[src/rtl/scmips_ctrl_pkg.sv]
// Shared types and constants for the SCMIPS multicycle controller.
package scmips_ctrl_pkg;

  typedef enum logic [2:0] {
    StFetch  = 3'd0,
    StDecode = 3'd1,
    StExec   = 3'd2,
    StMem    = 3'd3,
    StWb     = 3'd4,
    StHalt   = 3'd5,
    StFault  = 3'd6
  } state_e;

  // ClsMemNone is a memory-format opcode whose sub-op ([15:14] = 10/11) performs no access.
  typedef enum logic [3:0] {
    ClsAluR,
    ClsAluI,
    ClsShift,
    ClsLoad,
    ClsStore,
    ClsMemNone,
    ClsBranch,
    ClsJump,
    ClsJsb,
    ClsRet,
    ClsHalt,
    ClsNop
  } instr_class_e;

  localparam logic [1:0] PC_SRC_INC    = 2'b00;
  localparam logic [1:0] PC_SRC_JUMP   = 2'b01;
  localparam logic [1:0] PC_SRC_STACK  = 2'b10;
  localparam logic [1:0] PC_SRC_BRANCH = 2'b11;

  localparam logic [18:0] HALT_WORD = 19'h7FFFF;

  // BZ / BNZ / BC / BNC evaluated against the registered flags.
  function automatic logic branch_taken(input logic [1:0] cond, input logic z, input logic c);
    logic taken;
    case (cond)
      2'b00:   taken = z;
      2'b01:   taken = ~z;
      2'b10:   taken = c;
      default: taken = ~c;
    endcase
    return taken;
  endfunction

endpackage

[src/rtl/instr_class_decode.sv]
// Combinational opcode classifier: instruction[18:13] -> instruction class.
// The full-word HALT check is done by the caller, since it needs all 19 bits.
module instr_class_decode
  import scmips_ctrl_pkg::*;
(
  input  logic [5:0]   opcode_i,
  output instr_class_e cls_o
);

  // Opcode prefix match; anything not listed is a no-op.
  always_comb begin
    cls_o = ClsNop;
    casez (opcode_i)
      6'b00????: cls_o = ClsAluR;
      6'b01????: cls_o = ClsAluI;
      6'b10000?: cls_o = ClsLoad;
      6'b10001?: cls_o = ClsStore;
      6'b1001??: cls_o = ClsMemNone;
      6'b101???: cls_o = ClsBranch;
      6'b110???: cls_o = ClsShift;
      6'b11100?: cls_o = ClsJump;
      6'b11101?: cls_o = ClsJsb;
      6'b111100: cls_o = ClsRet;
      default:   cls_o = ClsNop;
    endcase
  end

endmodule

[src/rtl/multicycle_controller.sv]
// Multicycle FETCH/DECODE/EXEC/MEM/WB sequencer for the 19-bit SCMIPS datapath.
// Optional feature: define MEMORY_WAIT_HANDSHAKE_EN to stall FETCH and MEM on mem_ready.
module multicycle_controller
  import scmips_ctrl_pkg::*;
#(
  parameter int unsigned STACK_DEPTH = 8
) (
  input  logic        clk,
  input  logic        rst,
  input  logic [18:0] instruction,
  input  logic        zero,
  input  logic        carry,
  input  logic        mem_ready,
  output logic        pc_write,
  output logic        ir_write,
  output logic        iord,
  output logic        mem_en,
  output logic        mem_read_write,
  output logic        reg_write_signal,
  output logic        reg2_read_source,
  output logic        mem_or_alu,
  output logic        alu_src,
  output logic        is_shift,
  output logic        update_z_c,
  output logic [2:0]  acode,
  output logic [1:0]  scode,
  output logic [1:0]  pc_src,
  output logic        stack_push,
  output logic        stack_pop,
  output logic        halted,
  output logic        fault,
  output logic [2:0]  state
);

  localparam int unsigned SpW = $clog2(STACK_DEPTH + 1);

  state_e          state_q, state_d;
  instr_class_e    cls_dec, cls_d, cls_q;
  logic [2:0]      fld_q;
  logic [SpW-1:0]  sp_q, sp_d;
  logic            z_q, c_q;
  logic            ready;

`ifdef MEMORY_WAIT_HANDSHAKE_EN
  assign ready = mem_ready;
`else
  logic unused_mem_ready;
  assign ready            = 1'b1;
  assign unused_mem_ready = mem_ready;
`endif

  instr_class_decode u_decode (
    .opcode_i (instruction[18:13]),
    .cls_o    (cls_dec)
  );

  assign cls_d = (instruction == HALT_WORD) ? ClsHalt : cls_dec;
  assign state = state_q;

  // State, latched class/fields, return-stack depth and Z/C flags.
  always_ff @(posedge clk or posedge rst) begin
    if (rst) begin
      state_q <= StFetch;
      cls_q   <= ClsNop;
      fld_q   <= '0;
      sp_q    <= '0;
      z_q     <= 1'b0;
      c_q     <= 1'b0;
    end else begin
      state_q <= state_d;
      sp_q    <= sp_d;
      if (state_q == StDecode) begin
        cls_q <= cls_d;
        fld_q <= instruction[16:14];
      end
      if (update_z_c) begin
        z_q <= zero;
        c_q <= carry;
      end
    end
  end

  // Next state and Moore control outputs; everything is forced low while rst is high.
  always_comb begin
    state_d          = state_q;
    sp_d             = sp_q;
    pc_write         = 1'b0;
    ir_write         = 1'b0;
    iord             = 1'b0;
    mem_en           = 1'b0;
    mem_read_write   = 1'b0;
    reg_write_signal = 1'b0;
    reg2_read_source = 1'b0;
    mem_or_alu       = 1'b0;
    alu_src          = 1'b0;
    is_shift         = 1'b0;
    update_z_c       = 1'b0;
    acode            = '0;
    scode            = '0;
    pc_src           = PC_SRC_INC;
    stack_push       = 1'b0;
    stack_pop        = 1'b0;
    halted           = 1'b0;
    fault            = 1'b0;

    unique case (state_q)
      StFetch: begin
        mem_en = 1'b1;
        if (ready) begin
          ir_write = 1'b1;
          pc_write = 1'b1;
          state_d  = StDecode;
        end
      end
      StDecode: state_d = (cls_d == ClsHalt) ? StHalt : StExec;
      StExec: begin
        state_d = StFetch;
        case (cls_q)
          ClsAluR, ClsAluI: begin
            acode      = fld_q;
            alu_src    = (cls_q == ClsAluI);
            update_z_c = 1'b1;
            state_d    = StWb;
          end
          ClsShift: begin
            is_shift   = 1'b1;
            scode      = fld_q[1:0];
            update_z_c = 1'b1;
            state_d    = StWb;
          end
          ClsLoad, ClsStore, ClsMemNone: begin
            alu_src          = 1'b1;
            reg2_read_source = 1'b1;
            state_d          = StMem;
          end
          ClsBranch: begin
            if (branch_taken(fld_q[1:0], z_q, c_q)) begin
              pc_write = 1'b1;
              pc_src   = PC_SRC_BRANCH;
            end
          end
          ClsJump: begin
            pc_write = 1'b1;
            pc_src   = PC_SRC_JUMP;
          end
          ClsJsb: begin
            if (sp_q == SpW'(STACK_DEPTH)) begin
              state_d = StFault;
            end else begin
              pc_write   = 1'b1;
              pc_src     = PC_SRC_JUMP;
              stack_push = 1'b1;
              sp_d       = sp_q + SpW'(1);
            end
          end
          ClsRet: begin
            if (sp_q == '0) begin
              state_d = StFault;
            end else begin
              pc_write  = 1'b1;
              pc_src    = PC_SRC_STACK;
              stack_pop = 1'b1;
              sp_d      = sp_q - SpW'(1);
            end
          end
          default: ;
        endcase
      end
      StMem: begin
        iord             = 1'b1;
        reg2_read_source = 1'b1;
        state_d          = StFetch;
        case (cls_q)
          ClsLoad: begin
            mem_en  = 1'b1;
            state_d = ready ? StWb : StMem;
          end
          ClsStore: begin
            mem_en         = 1'b1;
            mem_read_write = 1'b1;
            state_d        = ready ? StFetch : StMem;
          end
          default: ;
        endcase
      end
      StWb: begin
        reg_write_signal = 1'b1;
        mem_or_alu       = (cls_q != ClsLoad);
        state_d          = StFetch;
      end
      StHalt:  halted = 1'b1;
      StFault: fault = 1'b1;
      default: state_d = StFetch;
    endcase

    if (rst) begin
      pc_write         = 1'b0;
      ir_write         = 1'b0;
      iord             = 1'b0;
      mem_en           = 1'b0;
      mem_read_write   = 1'b0;
      reg_write_signal = 1'b0;
      reg2_read_source = 1'b0;
      alu_src          = 1'b0;
      is_shift         = 1'b0;
      update_z_c       = 1'b0;
      stack_push       = 1'b0;
      stack_pop        = 1'b0;
    end
  end

endmodule

[config.mk]
export PLATFORM = sky130hd
export DESIGN_NAME = multicycle_controller
export DESIGN_NICKNAME = d
export VERILOG_FILES = /design/src/rtl/scmips_ctrl_pkg.sv /design/src/rtl/instr_class_decode.sv /design/src/rtl/multicycle_controller.sv
export SDC_FILE = /design/constraint.sdc
export NUM_CORES = 1
export LEC_CHECK = 0
export ABC_AREA = 1
export ABC_CLOCK_PERIOD_IN_PS = 4300
export CAP_MARGIN = 15
export CORE_UTILIZATION = 50
export DETAILED_ROUTE_END_ITERATION = 6
export GPL_ROUTABILITY_DRIVEN = 1
export PLACE_DENSITY = 0.94
export SLEW_MARGIN = 20
export SYNTH_ARGS = -nofsm -noshare
export SYNTH_HDL_FRONTEND = slang
export SYNTH_SLANG_ARGS = --single-unit
[constraint.sdc]
create_clock -name clk -period 4.3 [get_ports clk]
set_input_delay 1.075 -clock clk [delete_from_list [all_inputs] [get_ports clk]]
set_output_delay 1.075 -clock clk [all_outputs]
set_load 0.02 [all_outputs]
# Yosys cells after proc, flatten, opt, wreduce, memory -nomap -nowiden
# Cells that the tools add are included.
totals:
  ff_bits: 16
  inputBits: 24
  out_inout_bits: 25
  word_cells: 116
classes:
  addsub: 2
  eq_ne: 32
  mux: 62
  bitwise: 2
  n_reduce_logical: 12
op_table:
  columns: ["op", "count"]
  rows:
  - ["$pmux 4 s10", 1]
  - ["$mux 1", 37]
  - ["$eq 4x4->1 const B", 5]
  - ["$eq 5x5->1 const B", 4]
  - ["$eq 19x19->1 const B", 1]
  - ["$mux 3", 6]
  - ["$eq 4x3->1 const B", 4]
  - ["$eq 3x3->1 const B", 5]
  - ["$pmux 3 s5", 1]
  - ["$mux 4", 3]
  - ["$pmux 3 s4", 1]
  - ["$mux 2", 5]
  - ["$eq 4x2->1 const B", 2]
  - ["$logic_not 4->1", 2]
  - ["$pmux 1 s2", 4]
  - ["$pmux 2 s4", 1]
  - ["$pmux 4 s2", 1]
  - ["$eq 3x2->1 const B", 2]
  - ["$eq 6x6->1 const B", 1]
  - ["$reduce_or 2->1", 3]
  - ["$reduce_or 3->1", 2]
  - ["$add 4x1->4 const B", 1]
  - ["$eq 2x1->1 const B", 2]
  - ["$eq 4x1->1 const B", 1]
  - ["other kinds (12)", 15]

# Longest topological paths before layout
# Gate-level depths: netlist of run 1.
logic_depth:
  ltp_word: 8
  mapped_depth: 11
  ltp_nobuf: 11

# Hierarchy
# Synthesis of run 1 repeated with hierarchy kept, for this count alone.
hier_totals:
  cells_unflattened: 218
  hier_area_um2: 1408.9
modules_own_cells:
  columns: ["module", "n_inst", "cells_each", "area_each_um2", "seq_area_each_um2"]
  rows:
  - ["multicycle_controller", 1, 187, 1262.5, 404.1]
  - ["instr_class_decode", 1, 31, 146.4, 0.0]

# Worst setup path after synthesis of run 1
# OpenSTA, ideal clock, no wires.
synth_timing:
  kind: "input -> output"
  start: "input rst"
  end: "output alu_src"
  arrival_ns: 2.164
  required_time_ns: 3.225
  setup_slack_ns: 1.061
  path_stages: 4
  n_path_buf: 1
  cell_sequence: "clkbuf_1 > inv_1 > nand2_4 > a21oi_1"
synth_between:
  elab_chain_len: 1
synth_rtl:
  columns: ["item", "line", "rtl"]
  rows:
  - ["start, declared", "multicycle_controller.sv:9", "input logic rst,"]
  - ["$mux 1", "multicycle_controller.sv:196", "if (rst) begin"]
  - ["end, declared", "multicycle_controller.sv:22", "output logic alu_src,"]
# Every way passes these cells.

# Worst setup path after layout of run 1
layout_timing:
  start: "input rst"
  end: "output pc_write"
layout_between:
  elab_chain_len: 1
layout_rtl:
  columns: ["item", "line", "rtl"]
  rows:
  - ["$mux 1", "multicycle_controller.sv:196", null]
  - ["end, declared", "multicycle_controller.sv:14", "output logic pc_write,"]
# Every way passes these cells.

==> metrics.yaml, run 1 <==
floorplanning:
  initial_core_util: 0.539
  die_h_um: 57.0
  die_area_mm2: 0.00325
  coreArea_mm2: 0.00281
  row_count: 19
  fp.dieW_um: 57.0
  pin_count: 49
setup_path:
  r2r_cells: 9
  worst_setup_path_end_kind: "output port"
  critPathArrivalTime_ns: 2.85
  crit_path_start_kind: "primary input"
  crit_fanout: 8
  rr_endpoint: "sp_q[3]$_DFFE_PP0P_"
  required_ns: 3.22
  reg2reg_slack_ns: 2.55
  crit_type: "primary input to output port"
  reg2reg_from: "cls_q[3]$_DFFE_PP1P_"
clock_tree:
  clk_latency_ns: 0.30
  cts_resized: 0
  htreeDepth: 1
  clk_pin_slew_ns: 0.08
  cts_buffers: 3
  clockBufferDepth: 2
  cts_setup_buffers: 0
  cts_tree: "done"
  clockRootBuffer: "clkbuf_4"
  ctsHoldBuffers: 0
  clock_sinks: 16
placement:
  pre_cts_slack_ns: 0.384
  port_buffers: 47
  gp_congestion: 0.902
  place.detailed.hpwl_um: 2990
hold_path:
  min_path_type: "register to register"
  holdPathStages: 2
  min_from: "fld_q[2]$_DFFE_PP0P_"
  holdPathEnd: "fld_q[2]$_DFFE_PP0P_"
detailed_routing:
  drt-initial-drc-count: 69
  firstDrtPassIters: 7
  viasPerCell: 5.21
  num_vias: 1684
  wl_per_cell_um: 11.4
  wl_met2_um: 1810
  top_layer: "met4"
  wl_met3_um: 262
  drt_wl_total_um: 3680
  drc: 5
  drt-met1-wl_um: 1550
  ant_nets: 0
global_routing:
  grt_pass1_vias: 1537
  gr-total-overflow: 0
  grt_use_total: 0.251
  antenna_found_initial: 0
  grt_pass1_wl_um: 6360
  grt_max_degree: 14
pwr:
  power_density_mw_per_mm2: 497
  p_leak_nw: 0.998
  ir_drop_mv: 0.204
sta:
  relSlewSlack: 0.504
  hold_viol: 0
  tightest_slew_ns: 0.741
  skew_ns: 0.0131
  post-route-min-period_ns: 3.93
  fmax_ghz: 0.254
  finalCritPeriodShare: 0.914
  slew_viol_final: 0
  grt_setup_unrepaired: "no"
  setup_tns_ns: 0
  setup_violations: 0
  setup_ws_ns: 0.370
layout:
  fill_cells: 216
  drive_gt1_frac: 0.110
  final_nets: 320
  n_antenna_cell: 0
  syn_to_final_growth_pct: 34.9
  regArea_um2: 404
  multiInputGateArea_um2: 957
synthesis:
  netlist_area_mm2: 0.00151
  avgSynthCellArea_um2: 6.22
  synth_area_leader_cell: "dfrtp_1"
  seq_area_frac_synth: 0.267
  yosys_warnings: 0
  yosysTopAreaCellShare: 0.215
  synthDistinctLibCells: 29
  synthTopCellsByArea: "dfrtp_1 (22%), nand2_1 (21%), nor2_1 (8.4%), inv_1 (7.2%), nand3_1 (5.3%)"
  netlist_instances: 243
  ys_seq_elements: 16
  syn_nets: 270
outcome:
  violations: "design-rule violations"
  status: "finished with violations"
flow_run:
  cap_violations: 0
## layout make-up
class	count	area share
clock buffers	4	0.0129
inverters	35	0.0657
multi-input cells	189	0.470
flip-flops and latches	16	0.198
well taps	31	0.0190
repair buffers	48	0.235
## worst max-delay path, stage by stage
cell and delay, ns:
clkdlybuf4s50_1 0.52, inv_1 0.30, nand2_1 0.11, a21oi_1 0.14, nand2_1 0.07, nand2_1 0.05, clkdlybuf4s50_1 0.59
## synth_stat cells
library cell / count
nand2_1: 84
nor2_1: 34
inv_1: 29
nand3_1: 16
dfrtp_1: 13
a21oi_1: 7
nand4_1: 7
o21ai_0: 7
inv_2: 5
nand2_4: 5
nor3_1: 5
o21ai_1: 5
nor2_4: 4
dfstp_2: 3
nand2_2: 3
ha_1: 2
nor3_2: 2
a31oi_1: 1
buf_2: 1
buf_4: 1
clkbuf_1: 1
fa_1: 1
inv_4: 1
nand3_2: 1
nand3_4: 1
nor2_2: 1
nor2_8: 1
xor2_1: 1
xor2_2: 1
## where the power goes
part	internal, mW	switching (mW)
registers	0.226	0.0724
logic	0.228	0.401
clock network	0.0362	0.0493
## cell families after synthesis
kind of cell,synth area share
adder cells (fa/ha/maj),0.0298
XOR/XNOR,0.0166
AO/OA/AOI/OAI,0.0670
flip-flops,0.267
AND/OR/NAND/NOR,0.520
buffers and inverters,0.0993
## placed cells by master, fill, tap and decap left out, types with 2 or more instances in the layout
master           Yosys  final
nand2_1             84     84
clkdlybuf4s50_1      0     47
nor2_1              34     34
inv_1               29     29
nand3_1             16     16
dfrtp_1             13     13
o21ai_0              7      7
a21oi_1              7      7
nand4_1              7      7
nand2_4              5      5
inv_2                5      5
o21ai_1              5      5
nor3_1               5      5
nor2_4               4      4
nand2_2              3      3
clkbuf_4             0      3
dfstp_2              3      3
nor3_2               2      2
ha_1                 2      2
## per-stage QoR
step / cells / cell area (um^2) / hold slack (ns) / power (mW) / utilization
after global placement: 319 / 2010 / 0.468 / 0.896 / 0.717
after CTS: 323 / 2040 / 0.502 / 1.01 / 0.727
final: 323 / 2040 / 0.508 / 1.01 / 0.727
after detailed placement: 319 / 2010 / 0.482 / 0.921 / 0.717
after floorplan: 243 / 1510 / 0.447 / 0.731 / -
after global routing: 323 / 2040 / 0.543 / 1.09 / 0.727
## per-layer routing
| metal | vias to the layer above | global-route usage |
|---|---|---|
| li1 | 862 | - |
| met1 | 744 | 0.308 |
| met2 | 71 | 0.439 |
| met3 | 7 | 0.0363 |
| met4 | 0 | 0.111 |
| met5 | - | 0 |
## worst max path at each step
stage / from / to / depth (start not counted)
final: rst / pc_write / 7
after global routing: rst / pc_write / 7
after CTS: rst / pc_write / 7
after detailed placement: rst / pc_write / 7
after global placement: rst / pc_write / 7
after floorplan: rst / alu_src / 4
## sequential cells by signal, summed over array words and instances (netlist names)
| name | cells |
|---|---|
| c_q | 1 |
| cls_q | 4 |
| fld_q | 3 |
| sp_q | 4 |
| state | 3 |
| z_q | 1 |
(Power assumes the default switching activity.)
==> run 2, diff against run 1 <==
--- a/config.mk
+++ b/config.mk
@@ -8,7 +8,9 @@
 export ABC_AREA = 1
 export ABC_CLOCK_PERIOD_IN_PS = 4300
 export CAP_MARGIN = 15
-export CORE_UTILIZATION = 50
+export CELL_PAD_IN_SITES_DETAIL_PLACEMENT = 0
+export CELL_PAD_IN_SITES_GLOBAL_PLACEMENT = 1
+export CORE_UTILIZATION = 34
 export DETAILED_ROUTE_END_ITERATION = 6
 export GPL_ROUTABILITY_DRIVEN = 1
 export PLACE_DENSITY = 0.94
==> run 2 against run 1 <==
Against the previous run: the flow now finishes without violations; utilization is 22 points lower; sequential power hardly changed; critical endpoint unchanged; via count is 4.4% lower; power is 2.2% higher; highest routed layer unchanged; sequential share of layout area is 0.48 points lower.
==> metrics.yaml, run 2 (synthesized netlist as in run 1, its figures left out) <==
pwr:
  ir_drop_mv: 0.147
  power_density_mw_per_mm2: 495
  p_leak_nw: 1.01
layout:
  final_nets: 321
  finalCoreUtilization: 0.504
  top_regs: "cls_q (4), sp_q (4)"
  final_common_cell: "nand2_1"
  drive_gt1_frac: 0.113
  final_cell_mix: "nand2_1 (84), clkdlybuf4s50_1 (47), nor2_1 (34)"
  syn_to_final_growth_pct: 38.2
  n_antenna_cell: 0
  final_cells: 343
detailed_routing:
  drt-initial-drc-count: 95
  wl_per_cell_um: 10.7
  firstDrtPassIters: 5
  top_layer: "met4"
  drt_wl_total_um: 3670
  wl_met2_um: 1650
  drt-met1-wl_um: 1780
  viasPerCell: 4.69
  wl_met3_um: 171
  num_vias: 1610
  ant_nets: 0
  drc: 0
hold_path:
  min_from: "fld_q[2]$_DFFE_PP0P_"
  min_path_type: "register to register"
sta:
  slew_viol_final: 0
  tightest_slew_ns: 0.675
  post-route-min-period_ns: 3.75
  fmax_ghz: 0.266
  setup_tns_ns: 0
  grt_setup_unrepaired: "no"
  finalCritPeriodShare: 0.873
  setup_violations: 0
  relSlewSlack: 0.547
  setup_ws_ns: 0.546
  skew_ns: 0.00427
  hold_viol: 0
setup_path:
  startpoint: "rst"
  path_buf_inv: 3
  required_ns: 3.22
  timing.critical_path.mode_cell: "nand2_1"
  critPathArrivalTime_ns: 2.68
  cpLargestDelayFamily: "buffers and inverters"
  reg2reg_from: "cls_q[3]$_DFFE_PP1P_"
  crit_path_start_kind: "primary input"
  crit_fanout: 7
  critPathSlowestCell: "clkdlybuf4s50_1"
  critPathMaxStageDelay_ns: 0.60
  worst_setup_path_end_kind: "output port"
  crit_type: "primary input to output port"
  path_cells: "clkdlybuf4s50_1 -> inv_1 -> nand2_1 -> a21oi_1 -> nand2_1 -> nand2_1 -> clkdlybuf4s50_1"
floorplanning:
  row_count: 23
  die_area_mm2: 0.00472
  initial_core_util: 0.365
  die_h_um: 68.7
  fp.dieW_um: 68.7
  coreArea_mm2: 0.00414
  pin_count: 49
clock_tree:
  cts_setup_buffers: 0
  clock_sinks: 16
  ctsHoldBuffers: 0
  cts_buffers: 3
  htreeDepth: 1
  cts_tree: "done"
  clockBufferDepth: 2
  clk_latency_ns: 0.25
  clk_pin_slew_ns: 0.06
  cts_resized: 0
  clockRootBuffer: "clkbuf_8"
placement:
  port_buffers: 47
  place.detailed.hpwl_um: 3060
  pre_cts_slack_ns: 0.507
  placedCellCount: 339
  gp_congestion: 0.810
global_routing:
  gr-total-overflow: 0
  grt_use_total: 0.175
  antenna_found_initial: 0
  grt_pass1_vias: 1415
  grt_pass1_wl_um: 6080
  grt_max_degree: 14
outcome:
  status: "completed"
flow_run:
  cap_violations: 0
run 2: stage by stage:
stage	total power [mW]	hold slack [ns]	area [um^2]
final	1.03	0.486	2090
after global routing	1.14	0.530	2090
after CTS	1.04	0.488	2090
after detailed placement	0.921	0.474	2040
after global placement	0.914	0.469	2040
after floorplan	0.731	0.447	1510
run 2: worst register-to-register path, cell delays in order (launching register included):
cell	delay, ns
dfstp_2	0.58
nand2_4	0.10
nor2_8	0.17
ha_1	0.28
nand2_1	0.08
nand2_1	0.06
o21ai_0	0.15
nand2_1	0.06
nand2_1	0.06
nand2_1	0.04
run 2: where the power goes:
group | leakage (nW) | internal, mW | switching [mW]
registers | 0.198 | 0.226 | 0.0700
logic | 0.790 | 0.228 | 0.393
clock network | 0.0228 | 0.0657 | 0.0508
total | 1.01 | 0.520 | 0.514
run 2: cell type report:
class / count / area, um^2
tap: 50 / 62.6
clock buffer: 4 / 45.0
multi-input combinational: 189 / 957
sequential: 16 / 404
timing repair buffer: 49 / 485
fill: 454 / 2060
inverter: 35 / 134
run 2: per-layer routing:
metal | global-route usage | vias up
met3 | 0.0214 | 5
met2 | 0.288 | 48
met1 | 0.225 | 693
li1 | - | 864
met4 | 0.0885 | 0
met5 | 0 | -
run 2: worst paths after layout:
check,to,slack [ns],cells after the start
worst max register to register,sp_q[3]$_DFFE_PP0P_,2.61,9
worst max-delay path,pc_write,0.55,7
min in group asynchronous,sp_q[2]$_DFFE_PP0P_,1.10,2
worst min-delay path,fld_q[2]$_DFFE_PP0P_,0.49,2
worst min register to register,fld_q[2]$_DFFE_PP0P_,0.49,2
max in group asynchronous,cls_q[1]$_DFFE_PP1P_,2.65,3
==> run 3, diff against run 2 <==
--- a/config.mk
+++ b/config.mk
@@ -10,6 +10,7 @@
 export CAP_MARGIN = 15
 export CELL_PAD_IN_SITES_DETAIL_PLACEMENT = 0
 export CELL_PAD_IN_SITES_GLOBAL_PLACEMENT = 1
+export CORE_MARGIN = 2
 export CORE_UTILIZATION = 34
 export DETAILED_ROUTE_END_ITERATION = 6
 export GPL_ROUTABILITY_DRIVEN = 1
==> run 3 against run 2 <==
Against the previous run: maximum frequency decreased by 4.6%; critical endpoint unchanged; power decreased by 0.52%; sequential power about the same.
==> metrics.yaml, run 3 (synthesized netlist as in run 1, its figures left out) <==
global_routing:
  grt_max_degree: 14
  antenna_found_initial: 0
  gr-total-overflow: 0
  grt_use_total: 0.163
  grt_pass1_vias: 1529
  grt_pass1_wl_um: 6630
placement:
  pre_cts_slack_ns: 0.342
  placedCellCount: 340
  place_area_mm2: 0.00204
  place.detailed.hpwl_um: 3190
  gp_congestion: 0.849
  port_buffers: 47
layout:
  syn_to_final_growth_pct: 37.8
  final_cell_area_mm2: 0.00208
  top_regs: "cls_q (4), sp_q (4)"
  final_nets: 320
  final_cell_mix: "nand2_1 (84), clkdlybuf4s50_1 (47), nor2_1 (34)"
  n_antenna_cell: 0
  final_common_cell: "nand2_1"
  final_cells: 344
  drive_gt1_frac: 0.110
detailed_routing:
  num_vias: 1619
  drt_wl_total_um: 3740
  ant_nets: 0
  wl_per_cell_um: 10.9
  viasPerCell: 4.71
  drc: 0
  drt-initial-drc-count: 107
  firstDrtPassIters: 4
floorplanning:
  fp.dieW_um: 70.7
  initial_core_util: 0.350
  coreArea_mm2: 0.00432
  pin_count: 49
  row_count: 24
  die_h_um: 70.7
  die_area_mm2: 0.00499
setup_path:
  r2r_cells: 11
  crit_fanout: 8
  reg2reg_slack_ns: 2.58
  crit_type: "primary input to output port"
  rr_endpoint: "sp_q[3]$_DFFE_PP0P_"
  critPathArrivalTime_ns: 2.86
  worst_setup_path_end_kind: "output port"
  reg2reg_from: "cls_q[1]$_DFFE_PP1P_"
  endpoint: "pc_write"
  crit_path_start_kind: "primary input"
  startpoint: "rst"
  required_ns: 3.22
pwr:
  power_density_mw_per_mm2: 494
  p_leak_nw: 1.01
  ir_drop_mv: 0.154
sta:
  hold_viol: 0
  setup_ws_ns: 0.364
  holdWs_ns: 0.489
  tightest_slew_ns: 0.705
  finalCritPeriodShare: 0.915
  slew_viol_final: 0
  fmax_ghz: 0.254
  post-route-min-period_ns: 3.94
  setup_violations: 0
  relSlewSlack: 0.528
  grt_setup_unrepaired: "no"
  setup_tns_ns: 0
  skew_ns: 0.00178
clock_tree:
  cts_tree: "done"
  clk_latency_ns: 0.24
  cts_resized: 0
  clockBufferDepth: 2
  clockRootBuffer: "clkbuf_8"
  clock_sinks: 16
  cts_buffers: 3
  htreeDepth: 1
  ctsHoldBuffers: 0
  clk_pin_slew_ns: 0.06
  cts_setup_buffers: 0
hold_path:
  min_path_type: "register to register"
outcome:
  status: "completed"
flow_run:
  cap_violations: 0
-- run 3: metal layers --
metal / global-route usage / vias to the layer above / wire [um]
li1: - / 863 / -
met1: 0.211 / 702 / 1650
met2: 0.268 / 46 / 1810
met3: 0.0285 / 8 / 203
met4: 0.0671 / 0 / 80
met5: 0 / - / 0
-- run 3: worst min path at each step --
| stage | from | end | slack [ns] | depth (start not counted) |
|---|---|---|---|---|
| after global placement | fld_q[2]$_DFFE_PP0P_ | fld_q[2]$_DFFE_PP0P_ | 0.47 | 2 |
| after detailed placement | c_q$_DFFE_PP0P_ | c_q$_DFFE_PP0P_ | 0.48 | 2 |
| after global routing | c_q$_DFFE_PP0P_ | c_q$_DFFE_PP0P_ | 0.51 | 2 |
| after floorplan | c_q$_DFFE_PP0P_ | c_q$_DFFE_PP0P_ | 0.45 | 2 |
| final | c_q$_DFFE_PP0P_ | c_q$_DFFE_PP0P_ | 0.49 | 2 |
| after CTS | c_q$_DFFE_PP0P_ | c_q$_DFFE_PP0P_ | 0.49 | 2 |
-- run 3: report_power, final --
group	internal [mW]	switching, mW
Clock	0.0655	0.0484
Sequential	0.226	0.0689
Combinational	0.229	0.391
Total	0.521	0.508
-- run 3: worst max-delay path, cell delays in order --
cell	delay, ns
clkdlybuf4s50_1	0.53
inv_1	0.33
nand2_1	0.09
a21oi_1	0.13
nand2_1	0.07
nand2_1	0.05
clkdlybuf4s50_1	0.59
-- run 3: cell type report --
type,count,area (um^2)
inverters,35,134
flip-flops and latches,16,404
clock buffers,4,45.0
fillers,475,2240
multi-input cells,189,957
well taps,52,65.1
repair buffers,48,478
-- run 3: through the flow --
| stage | power (mW) | util |
|---|---|---|
| 2_1_floorplan | 0.731 | - |
| 3_3_place_gp | 0.907 | 0.471 |
| 3_5_place_dp | 0.923 | 0.471 |
| 4_1_cts | 1.04 | 0.482 |
| 5_1_grt | 1.13 | 0.482 |
| 6_report | 1.03 | 0.482 |
